`src/rtl/fifo_wm_if.sv`:
```
// FIFO bus between the MMIO register block (master) and the fifo_wm storage (slave).
// Carries the push/pop handshake, watermark thresholds and status flags.
interface fifo_wm_if #(
    parameter int DATA_WIDTH = 8,
    parameter int CW         = 3
);
    logic                  clear;
    logic                  err_clr;
    logic                  wr_en;
    logic [DATA_WIDTH-1:0] wr_data;
    logic                  rd_en;
    logic [DATA_WIDTH-1:0] rd_data;
    logic                  rd_valid;
    logic [CW-1:0]         af_thresh;
    logic [CW-1:0]         ae_thresh;
    logic [CW-1:0]         count;
    logic                  full;
    logic                  empty;
    logic                  almost_full;
    logic                  almost_empty;
    logic                  overflow;
    logic                  underflow;

    modport master (
        output clear, err_clr, wr_en, wr_data, rd_en, af_thresh, ae_thresh,
        input  rd_data, rd_valid, count, full, empty,
               almost_full, almost_empty, overflow, underflow
    );

    modport slave (
        input  clear, err_clr, wr_en, wr_data, rd_en, af_thresh, ae_thresh,
        output rd_data, rd_valid, count, full, empty,
               almost_full, almost_empty, overflow, underflow
    );
endinterface

```
`src/rtl/fifo_wm.sv`:
```
// Single-clock circular FIFO of arbitrary depth with FWFT or registered read,
// runtime almost-full/almost-empty watermarks and sticky overflow/underflow flags.
module fifo_wm #(
    parameter int DEPTH      = 5,
    parameter int DATA_WIDTH = 8,
    parameter int FWFT       = 1,
    parameter int CW         = $clog2(DEPTH + 1)
) (
    input logic      clk,
    input logic      arst_n,
    fifo_wm_if.slave bus
);
    localparam int              PW       = $clog2(DEPTH);
    localparam logic [PW-1:0]   PTR_LAST = PW'(DEPTH - 1);
    localparam logic [CW-1:0]   CNT_FULL = CW'(DEPTH);

    logic [DATA_WIDTH-1:0] mem [DEPTH];
    logic [PW-1:0]         wr_ptr;
    logic [PW-1:0]         rd_ptr;
    logic [CW-1:0]         count_q;
    logic                  overflow_q;
    logic                  underflow_q;
    logic                  full;
    logic                  empty;
    logic                  wr_acc;
    logic                  rd_acc;

    // Depth need not be a power of two, so wrap by compare instead of overflow.
    function automatic logic [PW-1:0] ptr_inc(input logic [PW-1:0] p);
        return (p == PTR_LAST) ? '0 : p + PW'(1);
    endfunction

    always_comb begin
        full   = (count_q == CNT_FULL);
        empty  = (count_q == '0);
        wr_acc = bus.wr_en & ~full  & ~bus.clear;
        rd_acc = bus.rd_en & ~empty & ~bus.clear;
    end

    always_ff @(posedge clk or negedge arst_n) begin
        if (!arst_n) begin
            wr_ptr  <= '0;
            rd_ptr  <= '0;
            count_q <= '0;
        end else if (bus.clear) begin
            wr_ptr  <= '0;
            rd_ptr  <= '0;
            count_q <= '0;
        end else begin
            if (wr_acc) wr_ptr <= ptr_inc(wr_ptr);
            if (rd_acc) rd_ptr <= ptr_inc(rd_ptr);
            case ({wr_acc, rd_acc})
                2'b10:   count_q <= count_q + CW'(1);
                2'b01:   count_q <= count_q - CW'(1);
                default: count_q <= count_q;
            endcase
        end
    end

    // A new error event wins over err_clr in the same cycle; clear wipes both.
    always_ff @(posedge clk or negedge arst_n) begin
        if (!arst_n) begin
            overflow_q  <= 1'b0;
            underflow_q <= 1'b0;
        end else if (bus.clear) begin
            overflow_q  <= 1'b0;
            underflow_q <= 1'b0;
        end else begin
            if (bus.wr_en & full)      overflow_q <= 1'b1;
            else if (bus.err_clr)      overflow_q <= 1'b0;
            if (bus.rd_en & empty)     underflow_q <= 1'b1;
            else if (bus.err_clr)      underflow_q <= 1'b0;
        end
    end

    always_ff @(posedge clk) begin
        if (wr_acc) mem[wr_ptr] <= bus.wr_data;
    end

    always_comb begin
        bus.count        = count_q;
        bus.full         = full;
        bus.empty        = empty;
        bus.almost_full  = (count_q >= bus.af_thresh);
        bus.almost_empty = (count_q <= bus.ae_thresh);
        bus.overflow     = overflow_q;
        bus.underflow    = underflow_q;
    end

    generate
        if (FWFT != 0) begin : g_fwft
            always_comb begin
                bus.rd_data  = empty ? '0 : mem[rd_ptr];
                bus.rd_valid = ~empty;
            end
        end else begin : g_reg
            logic [DATA_WIDTH-1:0] rd_data_q;
            logic                  rd_valid_q;

            always_ff @(posedge clk or negedge arst_n) begin
                if (!arst_n) begin
                    rd_data_q  <= '0;
                    rd_valid_q <= 1'b0;
                end else if (bus.clear) begin
                    rd_data_q  <= '0;
                    rd_valid_q <= 1'b0;
                end else begin
                    rd_valid_q <= rd_acc;
                    if (rd_acc) rd_data_q <= mem[rd_ptr];
                end
            end

            always_comb begin
                bus.rd_data  = rd_data_q;
                bus.rd_valid = rd_valid_q;
            end
        end
    endgenerate
endmodule

```
`src/flat_wrapper.sv`:
```
// flat-port wrapper written by rule: the top's interface ports become plain ports
module fifo_wm_flat 
#(
    parameter int DEPTH      = 5,
    parameter int DATA_WIDTH = 8,
    parameter int FWFT       = 1,
    parameter int CW         = $clog2(DEPTH + 1)
)
  (clk, arst_n, bus_clear, bus_err_clr, bus_wr_en, bus_wr_data, bus_rd_en, bus_af_thresh, bus_ae_thresh, bus_rd_data, bus_rd_valid, bus_count, bus_full, bus_empty, bus_almost_full, bus_almost_empty, bus_overflow, bus_underflow);
  fifo_wm_if #(.DATA_WIDTH(DATA_WIDTH), .CW(CW)) bus_i ();
  input logic clk;
  input logic arst_n;
  input wire logic [$bits(bus_i.clear)-1:0] bus_clear;
  input wire logic [$bits(bus_i.err_clr)-1:0] bus_err_clr;
  input wire logic [$bits(bus_i.wr_en)-1:0] bus_wr_en;
  input wire logic [$bits(bus_i.wr_data)-1:0] bus_wr_data;
  input wire logic [$bits(bus_i.rd_en)-1:0] bus_rd_en;
  input wire logic [$bits(bus_i.af_thresh)-1:0] bus_af_thresh;
  input wire logic [$bits(bus_i.ae_thresh)-1:0] bus_ae_thresh;
  output wire logic [$bits(bus_i.rd_data)-1:0] bus_rd_data;
  output wire logic [$bits(bus_i.rd_valid)-1:0] bus_rd_valid;
  output wire logic [$bits(bus_i.count)-1:0] bus_count;
  output wire logic [$bits(bus_i.full)-1:0] bus_full;
  output wire logic [$bits(bus_i.empty)-1:0] bus_empty;
  output wire logic [$bits(bus_i.almost_full)-1:0] bus_almost_full;
  output wire logic [$bits(bus_i.almost_empty)-1:0] bus_almost_empty;
  output wire logic [$bits(bus_i.overflow)-1:0] bus_overflow;
  output wire logic [$bits(bus_i.underflow)-1:0] bus_underflow;
  assign bus_i.clear = bus_clear;
  assign bus_i.err_clr = bus_err_clr;
  assign bus_i.wr_en = bus_wr_en;
  assign bus_i.wr_data = bus_wr_data;
  assign bus_i.rd_en = bus_rd_en;
  assign bus_i.af_thresh = bus_af_thresh;
  assign bus_i.ae_thresh = bus_ae_thresh;
  assign bus_rd_data = bus_i.rd_data;
  assign bus_rd_valid = bus_i.rd_valid;
  assign bus_count = bus_i.count;
  assign bus_full = bus_i.full;
  assign bus_empty = bus_i.empty;
  assign bus_almost_full = bus_i.almost_full;
  assign bus_almost_empty = bus_i.almost_empty;
  assign bus_overflow = bus_i.overflow;
  assign bus_underflow = bus_i.underflow;
  fifo_wm #(.DEPTH(DEPTH), .DATA_WIDTH(DATA_WIDTH), .FWFT(FWFT), .CW(CW)) u_core (.clk(clk), .arst_n(arst_n), .bus(bus_i));
endmodule
```
`config.mk`:
```
export PLATFORM = sky130hd
export DESIGN_NAME = fifo_wm_flat
export DESIGN_NICKNAME = d
export VERILOG_FILES = /design/src/rtl/fifo_wm_if.sv /design/src/rtl/fifo_wm.sv /design/src/flat_wrapper.sv
export SDC_FILE = /design/constraint.sdc
export NUM_CORES = 1
export LEC_CHECK = 0
export ABC_AREA = 1
export CORE_MARGIN = 1.5
export CORE_UTILIZATION = 50
export CTS_BUF_LIST = sky130_fd_sc_hd__clkbuf_8
export DETAILED_ROUTE_END_ITERATION = 8
export GPL_ROUTABILITY_DRIVEN = 0
export MAX_ROUTING_LAYER = met4
export PLACE_DENSITY_LB_ADDON = 0.2
export SYNTH_ARGS = -nofsm -noshare
export SYNTH_HDL_FRONTEND = slang
export SYNTH_SLANG_ARGS = --single-unit
```
`constraint.sdc`:
```
create_clock -name clk -period 2.05 [get_ports clk]
set_clock_uncertainty 0.05 [all_clocks]
set_input_delay 0.5125 -clock clk [delete_from_list [all_inputs] [get_ports clk]]
set_output_delay 0.5125 -clock clk [all_outputs]
set_load 0.03 [all_outputs]
```
Word-level counts from Yosys, hierarchy flattened:

Memories as Yosys holds them, arrays and structs flattened.
Index checks and enable logic that the tools add are counted.

* magnitude comparators: 2
* reductions and logical operators: 6
* muxes and demuxes: 16
* add/subtract/negate cells: 4
* equal/unequal tests: 5
* bitwise operators: 9

Operator list (number)
* 2-to-1 mux 3 bit: 7
* adder 3 x 1 -> 3 bit, second input constant: 3
* equality test 3 bit, second input constant: 3
* nonzero test 3 bit: 3
* 2-to-1 mux 8 bit: 1
* 2-to-1 mux 1 bit: 7
* AND 1 bit: 6
* one-hot mux 3 bit (2 select lines): 1
* nonzero test 2 bit: 2
* greater-or-equal comparator 3 bit: 1
* <= comparator 3 bit: 1
* zero test 3 bit: 1
* inverter 1 bit: 3
* subtractor 3 x 1 -> 3 bit, second input constant: 1
* equality test 2 x 1 -> 1 bit, second input constant: 1
* equality test 2 bit, second input constant: 1

* bits of input ports: 20
* memories kept: 1
* logic and storage cells: 48
* flip-flop bits (word level): 11
* output and inout bits: 18
* memory bits (writable): 40

Memories
* u_core.mem: depth 5, bits a word 8, rd ports 1, clocked after Yosys merged registers in 0, wr ports 1, RTL line fifo_wm.sv:17 `logic [DATA_WIDTH-1:0] mem [DEPTH];`

Longest topological paths before layout:

* depth after elaboration: 7
* gate-level depth with buffers: 11
* depth with buffers taken out: 11

Least setup slack after synthesis:

OpenSTA, ideal clock, no wires.

* path kind: reg2reg
* start point: reg u_core.count_q[1], in the netlist u_core.bus.count[1]
* end point: mem u_core.mem[4][0], enable pin
* arrival: 1.846 ns
* setup time: 0.383 ns
* slack: -0.229 ns
* data required time: 1.617 ns
* stages on the path, launching flop included: 5
* path through: dfrtp_1 -> nor2_2 -> nor2_2 -> nand3_1 -> nor3_1

* cells in the longest elaborated chain, start to end: 6

RTL lines
* start, declared: RTL line fifo_wm.sv:20 `logic [CW-1:0] count_q;`
* start signal, assigned: RTL line fifo_wm.sv:53 `2'b10: count_q <= count_q + CW'(1);`
* start signal, assigned: RTL line fifo_wm.sv:54 `2'b01: count_q <= count_q - CW'(1);`
* start signal, assigned: RTL line fifo_wm.sv:55 `default: count_q <= count_q;`
* equality test 3 bit: RTL line fifo_wm.sv:34 `full = (count_q == CNT_FULL);`
* via bus_full: RTL line flat_wrapper.sv:23 `output wire logic [$bits(bus_i.full)-1:0] bus_full;`
* inverter 1 bit: RTL line fifo_wm.sv:36 `wr_acc = bus.wr_en & ~full & ~bus.clear;`
* AND 1 bit (2 in series): RTL line fifo_wm.sv:36
* 2-to-1 mux 1 bit: RTL line fifo_wm.sv:77 `if (wr_acc) mem[wr_ptr] <= bus.wr_data;`
* 2-to-1 mux 1 bit (not written as such): RTL line fifo_wm.sv:77
* end, declared: RTL line fifo_wm.sv:17

The timed path passes the listed nets, and every way through them passes these cells.

Worst setup path after layout:

* start point: reg u_core.count_q[2], in the netlist u_core.bus.count[2]
* end point: out bus_almost_full

* cells in the longest elaborated chain, start to end: 1

RTL lines
* greater-or-equal comparator 3 bit: RTL line fifo_wm.sv:84 `bus.almost_full = (count_q >= bus.af_thresh);`
* end, declared: RTL line flat_wrapper.sv:25 `output wire logic [$bits(bus_i.almost_full)-1:0] bus_almost_full;`

No other way between the ends.

==> impl_metrics.yaml <==
outcome:
  outcome: "complete, but fails checks"
  failed_checks: "negative setup slack"
final_layout:
  final_util_pct: 74.94
  final_net_count: 337
  drive_gt1_share_pct: 33.22
  areaGrowthSynthToFinish_pct: 40.24
  diodes: 0
  final_area_sq_um: 3353
  layout_common_cells: "buf_4, edfxtp_1, nor2_1, nand2_1, inv_1"
routing:
  wire_per_inst_um: 15.08
  drc: 0
  ant_nets: 0
  drtIter0Drc: 98
  drt_pre_antenna_iters: 4
  viasPerCell: 5.320
  routed_wl_um: 5414
  vias: 1910
sta:
  setup_tns_ns: -0.1511
  min_period_ns: 2.091
  whs_ns: 0.4850
  fmax_ghz: 0.4781
  drv_slew: 0
  worst_slack_ns: -0.04148
  timing.final.crit_share_pct: 102.0
  hold_viol: 0
  rsz0062_at_grt: "yes"
  worst_slew_pin_slew_ns: 0.4988
  setup_viol: 4
  timing.slew.headroom_pct: 66.64
floorplan:
  rows: 24
  start_util_pct: 53.44
  io_pins: 38
  die_h_um: 72.15
  dieArea_sq_um: 5206
  core_sq_um: 4474
  dieWidth_um: 72.15
yosys:
  synthDistinctLibCells: 25
  synthMuxAreaShare_pct: 0
  synth-simple-area-share_pct: 14.86
  postSynthCellCount: 227
  synth_top_family_by_area: "simple AND/OR/NAND/NOR gates"
  ys_ff_latch: 51
  yosys_most_used_dff: "edfxtp_1"
  syn_nets: 258
  synthesis.area_sq_um: 2391
  seq_area_frac_synth_pct: 61.75
  async_reset_ff_share_pct: 21.57
  synth_fa_ha_area_share_pct: 6.070
  synth-compound-area-share_pct: 11.15
  synth_warnings: 0
  synth-edff-count: 40
  synth_area_per_cell_sq_um: 10.53
  yosys.area_share.xor_xnor_pct: 0.3663
power_and_ir_drop:
  pwr-share-comb_pct: 55.4
  power_switching_share_pct: 39.98
  power.total_mw: 4.141
  p_switching_mw: 1.655
  peakVddDrop_mv: 0.6351
  p_leak_nw: 1.437
  p_per_area_nw_per_um2: 1235
  seqPwrFrac_pct: 30.2
  internal_power_mw: 2.485
  clkPwrFrac_pct: 14.5
global_route:
  grt.overflow.total: 0
  grt_max_degree: 17
  gr-usage-all-layers_pct: 22.60
  grt_pass1_wl_um: 8411
  grt_pass1_vias: 1879
  grt_antenna_before_repair: 0
critical_path:
  critPathKind: "reg -> out"
  required_ns: 1.49
  cp-start-kind: "flop"
  worst_setup_path_end_kind: "output pin"
  cp.arrival_ns: 1.53
  crit_fanout: 5
placement:
  dpl.hpwl_um: 3742
  io_buffers: 37
  placed_area_sq_um: 3084
clocking:
  cts.sinks: 51
  cts_tree: "built"
  cts_root_buf: "clkbuf_8"
  clk_pin_slew_ns: 0.09
  htree_num_levels: 2
  max-clock-path-buffers: 2
  hold_buffers: 0
  clock_latency_ns: 0.30
  cts_made_buffers: 5
flow_run:
  max_cap_violations: 0
min_path:
  min_path_type: "reg -> reg"
==> cell type report <==
cell class	count	area, sq um
flip-flops and latches	51	1480
clock buffers	6	82.58
clock inverters	2	13.76
multi-input cells	143	922.1
repair buffers	77	684.4
fillers	291	1121
inverters	28	105.1
well taps	52	65.06
==> flip-flops by register name, summed over array words and instances, names as in the netlist <==
signal,flops
u_core.mem,40
u_core.bus.count,3
u_core.rd_ptr,3
u_core.wr_ptr,3
u_core.bus.overflow,1
u_core.bus.underflow,1
==> what timing repair did <==
| item | CTS | global route |
|---|---|---|
| pin swaps | 10 | 13 |
| setup buffers | 2 | 1 |
| gates resized for setup | 97 | 29 |
| hold endpoints to repair | 0 | 0 |
| endpoints found under the setup margin | 20 | 13 |
==> power groups by stage <==
stage,combinational (mW),sequential [mW],clock [mW]
global route,2.45,1.26,0.646
floorplan,1.03,1.36,0
finish,2.29,1.25,0.598
detailed placement,2.01,1.25,0
CTS,2.16,1.25,0.613
global placement,1.99,1.25,0
==> cell families (layout without fill, tap and decap cells) <==
| logic type | count (synthesis) | in the layout |
|---|---|---|
| and+or+nand+nor | 82 | 82 |
| DFF | 51 | 51 |
| AOI/OAI and AO/OA | 49 | 49 |
| buffers and inverters | 33 | 113 |
| adders and majority gates | 11 | 11 |
| xor gates and xnor gates | 1 | 1 |
==> through the flow <==
stage	setup slack, ns	cells
after floorplan	-0.03440	227
after global placement	-0.3036	348
after detailed placement	-0.3406	348
after CTS	-0.2086	358
after global routing	-0.1117	359
final	-0.04148	359
==> per-layer routing <==
metal	global-route usage (%)	wire length (um)	up-vias
met4	9.644	86	0
met1	24.79	2218	911
li1	-	-	934
met2	39.51	2815	57
met3	5.139	294	8
met5	-	0	-
==> worst paths after layout <==
| kind | startpoint | end | slack, ns | cells after the start |
|---|---|---|---|---|
| setup / recovery | u_core.bus.count[2]$_DFFE_PN0P_ | bus_almost_full | -0.04 | 5 |
| hold / removal | u_core.bus.underflow$_DFFE_PN0P_ | u_core.bus.underflow$_DFFE_PN0P_ | 0.48 | 2 |
| setup reg to reg | u_core.bus.count[2]$_DFFE_PN0P_ | u_core.bus.count[2]$_DFFE_PN0P_ | 0.15 | 11 |
| hold reg to reg | u_core.bus.underflow$_DFFE_PN0P_ | u_core.bus.underflow$_DFFE_PN0P_ | 0.48 | 2 |
| max in group asynchronous | arst_n | u_core.bus.count[0]$_DFFE_PN0P_ | 1.10 | 1 |
| min in group asynchronous | arst_n | u_core.rd_ptr[2]$_DFFE_PN0P_ | 0.49 | 1 |
==> critical path, cell delays in order (launching register included) <==
cell	delay [ns]
dfrtp_2	0.44
buf_6	0.14
ha_4	0.27
nand2_2	0.04
o211ai_1	0.15
buf_4	0.19
==> Yosys cell counts (all sizes together), types with 5 or more instances <==
| library cell | n | area share [%] |
|---|---|---|
| nand2 | 28 | 4.6 |
| ha | 10 | 5.2 |
| nand3 | 8 | 2.2 |
| edfxtp | 40 | 50 |
| nor2 | 40 | 6.8 |
| nor3 | 6 | 1.3 |
| a21oi | 8 | 1.8 |
| dfrtp | 11 | 12 |
| buf | 5 | 1.4 |
| inv | 27 | 4.2 |
| o21ai | 28 | 5.9 |
| o22ai | 12 | 3.1 |
Note: power is estimated with default switching activity, not from simulation.
